[src/rtl/key_entry_reg_if.sv]
// Keypad-entry bus: tick/key/clear requests into the entry register and the
// HH:MM digit buffer plus status pulses back out.
interface key_entry_reg_if;
    logic       one_second;
    logic [3:0] key;
    logic       clear_entry;
    logic [3:0] new_ms_hour;
    logic [3:0] new_ls_hour;
    logic [3:0] new_ms_minute;
    logic [3:0] new_ls_minute;
    logic [2:0] digit_count;
    logic       entry_active;
    logic       entry_done;
    logic       timeout;

    modport master (
        output one_second, key, clear_entry,
        input  new_ms_hour, new_ls_hour, new_ms_minute, new_ls_minute,
        input  digit_count, entry_active, entry_done, timeout
    );

    modport slave (
        input  one_second, key, clear_entry,
        output new_ms_hour, new_ls_hour, new_ms_minute, new_ls_minute,
        output digit_count, entry_active, entry_done, timeout
    );
endinterface

[src/rtl/key_entry_reg.sv]
// Keypad debouncer feeding a 4-digit shift-in HH:MM entry buffer, with an
// inactivity timeout counted in one-second ticks.
module key_entry_reg #(
    parameter int unsigned DEBOUNCE_CYCLES = 4,
    parameter int unsigned TIMEOUT_SECS    = 10
) (
    input  logic          clock,
    input  logic          reset,
    key_entry_reg_if.slave bus
);
    typedef enum logic [1:0] {IDLE, DEBOUNCE, WAIT_RELEASE} state_e;

    localparam logic [7:0] DB_LAST = 8'(DEBOUNCE_CYCLES);
    localparam logic [7:0] TO_LAST = 8'(TIMEOUT_SECS);

    state_e           state_q, state_d;
    logic [3:0]       cand_q, cand_d;
    logic [7:0]       db_cnt_q, db_cnt_d;
    logic             accept;
    logic             key_is_digit;

    logic [3:0][3:0]  digits_q, digits_d;
    logic [2:0]       count_q, count_d;
    logic             active_q, active_d;
    logic             done_q, done_d;
    logic             tout_q, tout_d;
    logic [7:0]       sec_q, sec_d;

    assign key_is_digit = (bus.key <= 4'd9);

    always_ff @(posedge clock) begin
        if (reset) begin
            state_q  <= IDLE;
            cand_q   <= 4'd0;
            db_cnt_q <= 8'd0;
        end else begin
            state_q  <= state_d;
            cand_q   <= cand_d;
            db_cnt_q <= db_cnt_d;
        end
    end

    // db_cnt counts matching samples in DEBOUNCE and NOKEY samples in WAIT_RELEASE.
    always_comb begin
        state_d  = state_q;
        cand_d   = cand_q;
        db_cnt_d = db_cnt_q;
        accept   = 1'b0;
        case (state_q)
            IDLE: begin
                if (key_is_digit) begin
                    cand_d = bus.key;
                    if (DB_LAST == 8'd1) begin
                        accept   = 1'b1;
                        db_cnt_d = 8'd0;
                        state_d  = WAIT_RELEASE;
                    end else begin
                        db_cnt_d = 8'd1;
                        state_d  = DEBOUNCE;
                    end
                end
            end
            DEBOUNCE: begin
                if (bus.key == cand_q) begin
                    if (db_cnt_q + 8'd1 == DB_LAST) begin
                        accept   = 1'b1;
                        db_cnt_d = 8'd0;
                        state_d  = WAIT_RELEASE;
                    end else begin
                        db_cnt_d = db_cnt_q + 8'd1;
                    end
                end else if (key_is_digit) begin
                    cand_d   = bus.key;
                    db_cnt_d = 8'd1;
                end else begin
                    db_cnt_d = 8'd0;
                    state_d  = IDLE;
                end
            end
            WAIT_RELEASE: begin
                if (!key_is_digit) begin
                    if (db_cnt_q + 8'd1 == DB_LAST) begin
                        db_cnt_d = 8'd0;
                        state_d  = IDLE;
                    end else begin
                        db_cnt_d = db_cnt_q + 8'd1;
                    end
                end else begin
                    db_cnt_d = 8'd0;
                end
            end
            default: begin
                db_cnt_d = 8'd0;
                state_d  = IDLE;
            end
        endcase
    end

    // Buffer priority: clear_entry, then accept, then timeout expiry.
    always_comb begin
        digits_d = digits_q;
        count_d  = count_q;
        active_d = active_q;
        sec_d    = sec_q;
        done_d   = 1'b0;
        tout_d   = 1'b0;
        if (bus.clear_entry) begin
            digits_d = '0;
            count_d  = 3'd0;
            active_d = 1'b0;
            sec_d    = 8'd0;
        end else if (accept) begin
            digits_d = {digits_q[2:0], bus.key};
            count_d  = (count_q == 3'd4) ? 3'd4 : count_q + 3'd1;
            active_d = 1'b1;
            done_d   = (count_q == 3'd3);
            sec_d    = 8'd0;
        end else if (active_q && bus.one_second) begin
            if (sec_q + 8'd1 == TO_LAST) begin
                digits_d = '0;
                count_d  = 3'd0;
                active_d = 1'b0;
                sec_d    = 8'd0;
                tout_d   = 1'b1;
            end else begin
                sec_d = sec_q + 8'd1;
            end
        end
    end

    always_ff @(posedge clock) begin
        if (reset) begin
            digits_q <= '0;
            count_q  <= 3'd0;
            active_q <= 1'b0;
            done_q   <= 1'b0;
            tout_q   <= 1'b0;
            sec_q    <= 8'd0;
        end else begin
            digits_q <= digits_d;
            count_q  <= count_d;
            active_q <= active_d;
            done_q   <= done_d;
            tout_q   <= tout_d;
            sec_q    <= sec_d;
        end
    end

    assign bus.new_ms_hour   = digits_q[3];
    assign bus.new_ls_hour   = digits_q[2];
    assign bus.new_ms_minute = digits_q[1];
    assign bus.new_ls_minute = digits_q[0];
    assign bus.digit_count   = count_q;
    assign bus.entry_active  = active_q;
    assign bus.entry_done    = done_q;
    assign bus.timeout       = tout_q;
endmodule

[src/flat_wrapper.sv]
// flat-port wrapper written by rule: the top's interface ports become plain ports
module key_entry_reg_flat 
#(
    parameter int unsigned DEBOUNCE_CYCLES = 4,
    parameter int unsigned TIMEOUT_SECS    = 10
)
  (clock, reset, bus_one_second, bus_key, bus_clear_entry, bus_new_ms_hour, bus_new_ls_hour, bus_new_ms_minute, bus_new_ls_minute, bus_digit_count, bus_entry_active, bus_entry_done, bus_timeout);
  key_entry_reg_if bus_i ();
  input  logic clock;
  input  logic reset;
  input wire logic [$bits(bus_i.one_second)-1:0] bus_one_second;
  input wire logic [$bits(bus_i.key)-1:0] bus_key;
  input wire logic [$bits(bus_i.clear_entry)-1:0] bus_clear_entry;
  output wire logic [$bits(bus_i.new_ms_hour)-1:0] bus_new_ms_hour;
  output wire logic [$bits(bus_i.new_ls_hour)-1:0] bus_new_ls_hour;
  output wire logic [$bits(bus_i.new_ms_minute)-1:0] bus_new_ms_minute;
  output wire logic [$bits(bus_i.new_ls_minute)-1:0] bus_new_ls_minute;
  output wire logic [$bits(bus_i.digit_count)-1:0] bus_digit_count;
  output wire logic [$bits(bus_i.entry_active)-1:0] bus_entry_active;
  output wire logic [$bits(bus_i.entry_done)-1:0] bus_entry_done;
  output wire logic [$bits(bus_i.timeout)-1:0] bus_timeout;
  assign bus_i.one_second = bus_one_second;
  assign bus_i.key = bus_key;
  assign bus_i.clear_entry = bus_clear_entry;
  assign bus_new_ms_hour = bus_i.new_ms_hour;
  assign bus_new_ls_hour = bus_i.new_ls_hour;
  assign bus_new_ms_minute = bus_i.new_ms_minute;
  assign bus_new_ls_minute = bus_i.new_ls_minute;
  assign bus_digit_count = bus_i.digit_count;
  assign bus_entry_active = bus_i.entry_active;
  assign bus_entry_done = bus_i.entry_done;
  assign bus_timeout = bus_i.timeout;
  key_entry_reg #(.DEBOUNCE_CYCLES(DEBOUNCE_CYCLES), .TIMEOUT_SECS(TIMEOUT_SECS)) u_core (.clock(clock), .reset(reset), .bus(bus_i));
endmodule
[config.mk]
export PLATFORM = sky130hd
export DESIGN_NAME = key_entry_reg_flat
export DESIGN_NICKNAME = d
export VERILOG_FILES = /design/src/rtl/key_entry_reg_if.sv /design/src/rtl/key_entry_reg.sv /design/src/flat_wrapper.sv
export SDC_FILE = /design/constraint.sdc
export NUM_CORES = 1
export LEC_CHECK = 0
export CORE_MARGIN = 10
export CORE_UTILIZATION = 25
export CTS_CLUSTER_SIZE = 8
export DETAILED_ROUTE_END_ITERATION = 16
export SYNTH_ARGS = -nofsm -noshare
export SYNTH_HDL_FRONTEND = slang
export SYNTH_SLANG_ARGS = --single-unit
[constraint.sdc]
create_clock -name clock -period 2.2 [get_ports clock]
set_clock_uncertainty 0.15 [all_clocks]
set_input_delay 0.66 -clock clock [delete_from_list [all_inputs] [get_ports clock]]
set_output_delay 0.66 -clock clock [all_outputs]
set_load 0.01 [all_outputs]
==> results of run 1 <==
## metrics by stage
| step | utilization | power, µW | cell area, µm² | std cells | hold WS [ps] |
|---|---|---|---|---|---|
| 4_1_cts | 0.337 | 1580 | 2910 | 403 | 322 |
| 3_5_place_dp | 0.317 | 943 | 2730 | 392 | 311 |
| 2_1_floorplan | - | 889 | 2190 | 243 | 320 |
| 5_1_grt | 0.343 | 1630 | 2960 | 403 | 353 |
| 6_report | 0.343 | 1570 | 2960 | 403 | 321 |
| 3_3_place_gp | 0.317 | 941 | 2730 | 392 | 306 |
## critical path: cells and delay by family
family,cells,cell delay (ps)
buffers and inverters,2,480
AOI/OAI and AO/OA,1,170
xor gates and xnor gates,1,170
and+or+nand+nor,3,710
## timing repair
action	in CTS	in global routing
setup endpoints to repair	41	42
buffers inserted	2	0
hold endpoints to repair	0	0
gates resized for setup	14	15
pin swaps	4	1
gates cloned	1	0
## area by class of cell
class,count,area [µm²]
multi-input cells,181,1280
well taps,108,135
clock buffers,5,68.8
fillers,872,5670
inverters,6,22.5
flip-flops and latches,44,886
clock inverters,3,46.3
repair buffers,56,526
## sequential cells by signal, indices dropped and copies added (netlist names), 2 cells and up
register	flops
u_core.bus.new_ms_minute	4
u_core.bus.new_ls_hour	4
u_core.state_q	2
u_core.bus.new_ms_hour	4
u_core.db_cnt_q	8
u_core.sec_q	8
u_core.cand_q	4
u_core.bus.digit_count	3
u_core.bus.new_ls_minute	4
## cells by family after synthesis
logic type	Yosys count
AOI/OAI and AO/OA	56
xor gates and xnor gates	12
adders and majority gates	7
buffers and inverters	18
DFF	44
muxes	6
and+or+nand+nor	100
## cell usage after synthesis, types with 2 or more instances
cell      count  area share
a21oi_1       7       0.016
a211oi_1      2      0.0069
and2b_2       3       0.012
a311oi_1      5       0.020
nand4_1       3      0.0086
inv_1         6       0.010
nor3_1        5       0.011
buf_2         2      0.0046
a22oi_1       2      0.0069
o21ai_0       7       0.016
clkbuf_1      4      0.0069
o211ai_1      4       0.014
o31ai_1       4       0.014
nand3_1      12       0.027
a31oi_1       2      0.0057
and3b_1       2      0.0080
mux2i_1       5       0.023
ha_1          7       0.040
buf_6         3       0.015
xor2_1        8       0.032
buf_4         2      0.0069
a41oi_1       2      0.0080
o22ai_1      12       0.034
and3_1        2      0.0057
dfxtp_1      44        0.40
xnor2_1       4       0.016
nor2_1       22       0.038
nand2_1      34       0.058
## how the worst min path moves through the flow
stage               slack [ps]                       from  cells past startpoint                        end
floorplan                  320         u_core.db_cnt_q[7]                      1         u_core.db_cnt_q[7]
global placement           310  u_core.bus.new_ms_hour[3]                      2  u_core.bus.new_ms_hour[3]
detailed placement         310  u_core.bus.new_ms_hour[2]                      2  u_core.bus.new_ms_hour[2]
CTS                        320  u_core.bus.new_ms_hour[3]                      2  u_core.bus.new_ms_hour[3]
global route               350  u_core.bus.new_ms_hour[2]                      2  u_core.bus.new_ms_hour[2]
finish                     320  u_core.bus.new_ms_hour[2]                      2  u_core.bus.new_ms_hour[2]
## metal layers
metal / routed length, µm / part of all wire / up-vias / global-route usage
met5: 0 / 0 / - / 0
met4: 116 / 0.023 / 0 / 0.0313
met3: 187 / 0.037 / 8 / 0.0194
met2: 2440 / 0.48 / 21 / 0.132
met1: 2350 / 0.46 / 887 / 0.0902
li1: - / - / 983 / -
## power by group
| part | switching (µW) | leakage, µW | internal (µW) |
|---|---|---|---|
| logic | 60.2 | 0.000633 | 58.8 |
| clock network | 298 | 0.0000548 | 342 |
| registers | 9.32 | 0.000357 | 805 |
==> metrics, run 1 <==
status complete, no violations; drt first pass iters 6; Worst VDD drop 0.000242 V; fmax 474 MHz; first-pass GRT wire length 8.51 mm; worst flop-to-flop path endpoint u_core.state_q[1]; Fin. Hold Viols 0; r2r worst-path depth 7; routability cong. 0.794; Worst-Margin Slew 378 ps; clock root cell clkbuf_8; layout cells sized above 1 0.234; ys async rst share 0; Pwr Density 531 nW/µm²; P&R area growth vs syn 35.5%; r2r setup slk 90 ps; initial drt markers 112; Avg Synthesized Cell Area 9.00 µm²; H-tree levels 2; Main synth FF type dfxtp_1; setup tns final 0 ps; clk_lat worst skew 300 ps; Tot GR Track Use 0.0774; post-route antenna net violation count 0; Simple-Gate Fraction of Synth Area 0.249; xor/xnor share of the synthesized area 0.0481; antenna cell count 0; Critical Path RT 2280 ps; die area 12,900 µm²; clk buf depth 2; CP Capture Type register; CP cell instances dlygate4sd2_1 > xor2_2 > nor4_4 > nand2_2 > nand4b_4 > buf_6 > a211oi_2; CP peak stage delay 330 ps; hold crit path type register to register; critical path endpoint u_core.state_q[1]; critical path arrival 2180 ps; via count 1,899; Clock transition at path regs 90 ps; number of synthesized flops with an enable pin 0; vias in the first global route 1,849; CP startpoint kind input port; initial core utilization 0.253; Nets 309; Seq/Total Area, Yosys 0.403; Adder-Cell Fraction of Synth Area 0.0400; TritonCTS clock tree built; core area 8640 µm²; Final min period 2110 ps; multiplexer share of the synthesized area 0.0280; Tcrit/Tclk final 0.958; final setup margin 92.0 ps; die height 114 µm; hold_buf cts 0; Yosys Warn Count 0; Net Count, Synth 258; Post-Syn Area 2190 µm²; Avg Vias per Cell 4.71; Post-Route WL 5.09 mm; initial antenna violation count 0; P_leak 0.00105 µW; most common cell after layout, fill and taps aside dfxtp_1; TritonCTS Sinks 44; most frequent cells in the layout dfxtp_1 (40), nand2_1 (32), clkdlybuf4s50_1 (25), nor2_1 (22), buf_4 (21); pre-CTS WS -452 ps; port bufs 29; compound-gate portion of the synthesized area 0.183; grt total ovfl 0; combinational family with the most area after synthesis simple AND/OR/NAND/NOR gates; # IOs 30; flop and latch count out of synthesis 44; Num CTS Buffers 5; num rows 34; wire per inst 12.6 µm; Slew Viols, Final 0; Max Cap Viol 0; Yosys cell types 56; Final setup viols 0; DIE WIDTH 114 µm; slew margin rel. 0.746; Critical Path Start bus_key[2]; largest net degree at the start of global routing 24; peak fanout along the critical path 8; DR DRC count 0; Synth Instances 243; slowest CP cell nor4_4; Setup CP Type input port to register; reg-to-reg startpoint u_core.db_cnt_q[0]; Detailed Place HPWL 3.62 mm
Power figures use the tool's default switching activity.
==> inputs of run 2 (changes only) <==
- CORE_ASPECT_RATIO: not set -> 1.75
==> run 2 against run 1 <==
Cell count grew 1.7%. Sequential share of layout area shrank 0.50 points. Cell area grew 1.6%. Largest power group unchanged. Critical endpoint unchanged.
==> metrics, run 2 (synthesized netlist as in run 1, its figures left out) <==
status complete, no violations (unchanged); Avg Vias per Cell 4.68 (was 4.71); first-pass GRT wire length 9.01 mm (was 8.51 mm); routability cong. 0.827 (was 0.794); die height 144 µm (was 114 µm); Tcrit/Tclk final 0.987 (was 0.958); fmax 460 MHz (was 474 MHz); Final min period 2170 ps (was 2110 ps); Post-Layout Cell Count 410 (was 403); Num CTS Buffers 5 (unchanged); antenna cell count 0 (unchanged); # IOs 30 (unchanged); CP startpoint kind register (was input port); TritonCTS clock tree built (unchanged); most common cell after layout, fill and taps aside dfxtp_1 (unchanged); Detailed Place HPWL 3.93 mm (was 3.62 mm); clock root cell clkbuf_16 (was clkbuf_8); biggest regs u_core.db_cnt_q: 8 flops, u_core.sec_q: 8 flops (unchanged); slew margin rel. 0.748 (was 0.746); via count 1,918 (was 1,899); Final setup viols 0 (unchanged); Pwr Density 545 nW/µm² (was 531 nW/µm²); Slew Viols, Final 0 (unchanged); port bufs 29 (unchanged); final design utilization 0.349 (was 0.343); final setup margin 28.0 ps (was 92.0 ps); vias in the first global route 1,902 (was 1,849); wire per inst 13.0 µm (was 12.6 µm); critical path arrival 2220 ps (was 2180 ps); Post-Route WL 5.33 mm (was 5.09 mm); Worst VDD drop 0.000355 V (was 0.000242 V); clk_lat worst skew 280 ps (was 300 ps); P&R area growth vs syn 37.6% (was 35.5%); DIE WIDTH 90.7 µm (was 114 µm); die area 13,000 µm² (was 12,900 µm²); RSZ-0062 raised after global routing yes; initial core utilization 0.254 (was 0.253); Clock transition at path regs 60 ps (was 90 ps); Setup CP Type register to register (was input port to register); core area 8610 µm² (was 8640 µm²); Hold WS 328 ps (was 321 ps); H-tree levels 2 (unchanged); post-route antenna net violation count 0 (unchanged); clk buf depth 2 (unchanged); layout cells sized above 1 0.229 (was 0.234); initial antenna violation count 0 (unchanged); Nets 308 (was 309); drt first pass iters 4 (was 6); pre-CTS WS -532 ps (was -452 ps); Critical Path RT 2250 ps (was 2280 ps); CP Capture Type register (unchanged); grt total ovfl 0 (unchanged); Fin. Hold Viols 0 (unchanged); initial drt markers 79 (was 112); P_leak 0.00105 µW (about the same); peak fanout along the critical path 7 (was 8); num rows 45 (was 34); most frequent cells in the layout dfxtp_1 (41), nand2_1 (33), clkdlybuf4s50_1 (25), nor2_1 (21), buf_4 (21) (was dfxtp_1 (40), nand2_1 (32), clkdlybuf4s50_1 (25), nor2_1 (22), buf_4 (21)); Worst-Margin Slew 375 ps (was 378 ps); DR DRC count 0 (unchanged); largest net degree at the start of global routing 25 (was 24); Tot GR Track Use 0.0815 (was 0.0774); TritonCTS Sinks 44 (unchanged); Max Cap Viol 0 (unchanged); hold_buf cts 0 (unchanged); hold crit path type register to register (unchanged); Cells after DPL 398 (was 392)
[run 2: changes by cell type in the layout (fill, tap and decap cells not counted), moves of 2 or more]
cell,previous run,this run
buf_6,3,0
clkbuf_16,0,5
clkbuf_8,5,0
o21ai_0,5,1
o21ai_1,1,6
o22ai_1,11,9
o22ai_2,1,3
[run 2: critical path, stage by stage (launching register included)]
cell	delay [ps]
dfxtp_2	340
ha_4	170
and3_4	170
or4_4	420
a21boi_4	210
nand4b_4	240
buf_8	220
a211oi_2	170
[run 2: cell type report]
class / count / area (µm²)
well taps: 117 / 146
multi-input cells: 181 / 1290
flip-flops and latches: 44 / 885
clock buffers: 5 / 125
fillers: 919 / 5610
clock inverters: 2 / 12.5
inverters: 6 / 22.5
repair buffers: 55 / 524
[run 2: repair_timing]
action | 4_1_cts | 5_1_grt
cloned | 2 | 0
endpoints found under the setup margin | 37 | 30
setup buffers | 4 | 0
resized for setup | 23 | 11
pin swaps | 9 | 9
[run 2: worst paths after layout]
| check | depth (start not counted) | startpoint | endpoint | slack (ps) |
|---|---|---|---|---|
| setup / recovery | 7 | u_core.db_cnt_q[1] | u_core.state_q[1] | 30 |
| hold reg to reg | 2 | u_core.bus.new_ms_hour[1] | u_core.bus.new_ms_hour[1] | 330 |
| hold / removal | 2 | u_core.bus.new_ms_hour[1] | u_core.bus.new_ms_hour[1] | 330 |
| setup reg to reg | 7 | u_core.db_cnt_q[1] | u_core.state_q[1] | 30 |
[run 2: power breakdown]
part           switching, µW  internal (µW)
clock                    295            412
sequential              8.53            806
combinational           60.0           57.5
[run 2: stage by stage]
step	total power (µW)	setup TNS, ps	instance area [µm²]
2_1_floorplan	889	0	2190
3_3_place_gp	940	-16340	2720
3_5_place_dp	940	-16710	2720
4_1_cts	1650	-284	3010
5_1_grt	1700	-648	3010
6_report	1640	0	3010
[run 2: routing by layer]
layer | track usage | vias up | part of all wire
met1 | 0.0883 | 909 | 0.41
met5 | 0 | - | 0
li1 | - | 974 | -
met4 | 0.0286 | 0 | 0.017
met2 | 0.149 | 27 | 0.53
met3 | 0.0209 | 8 | 0.042
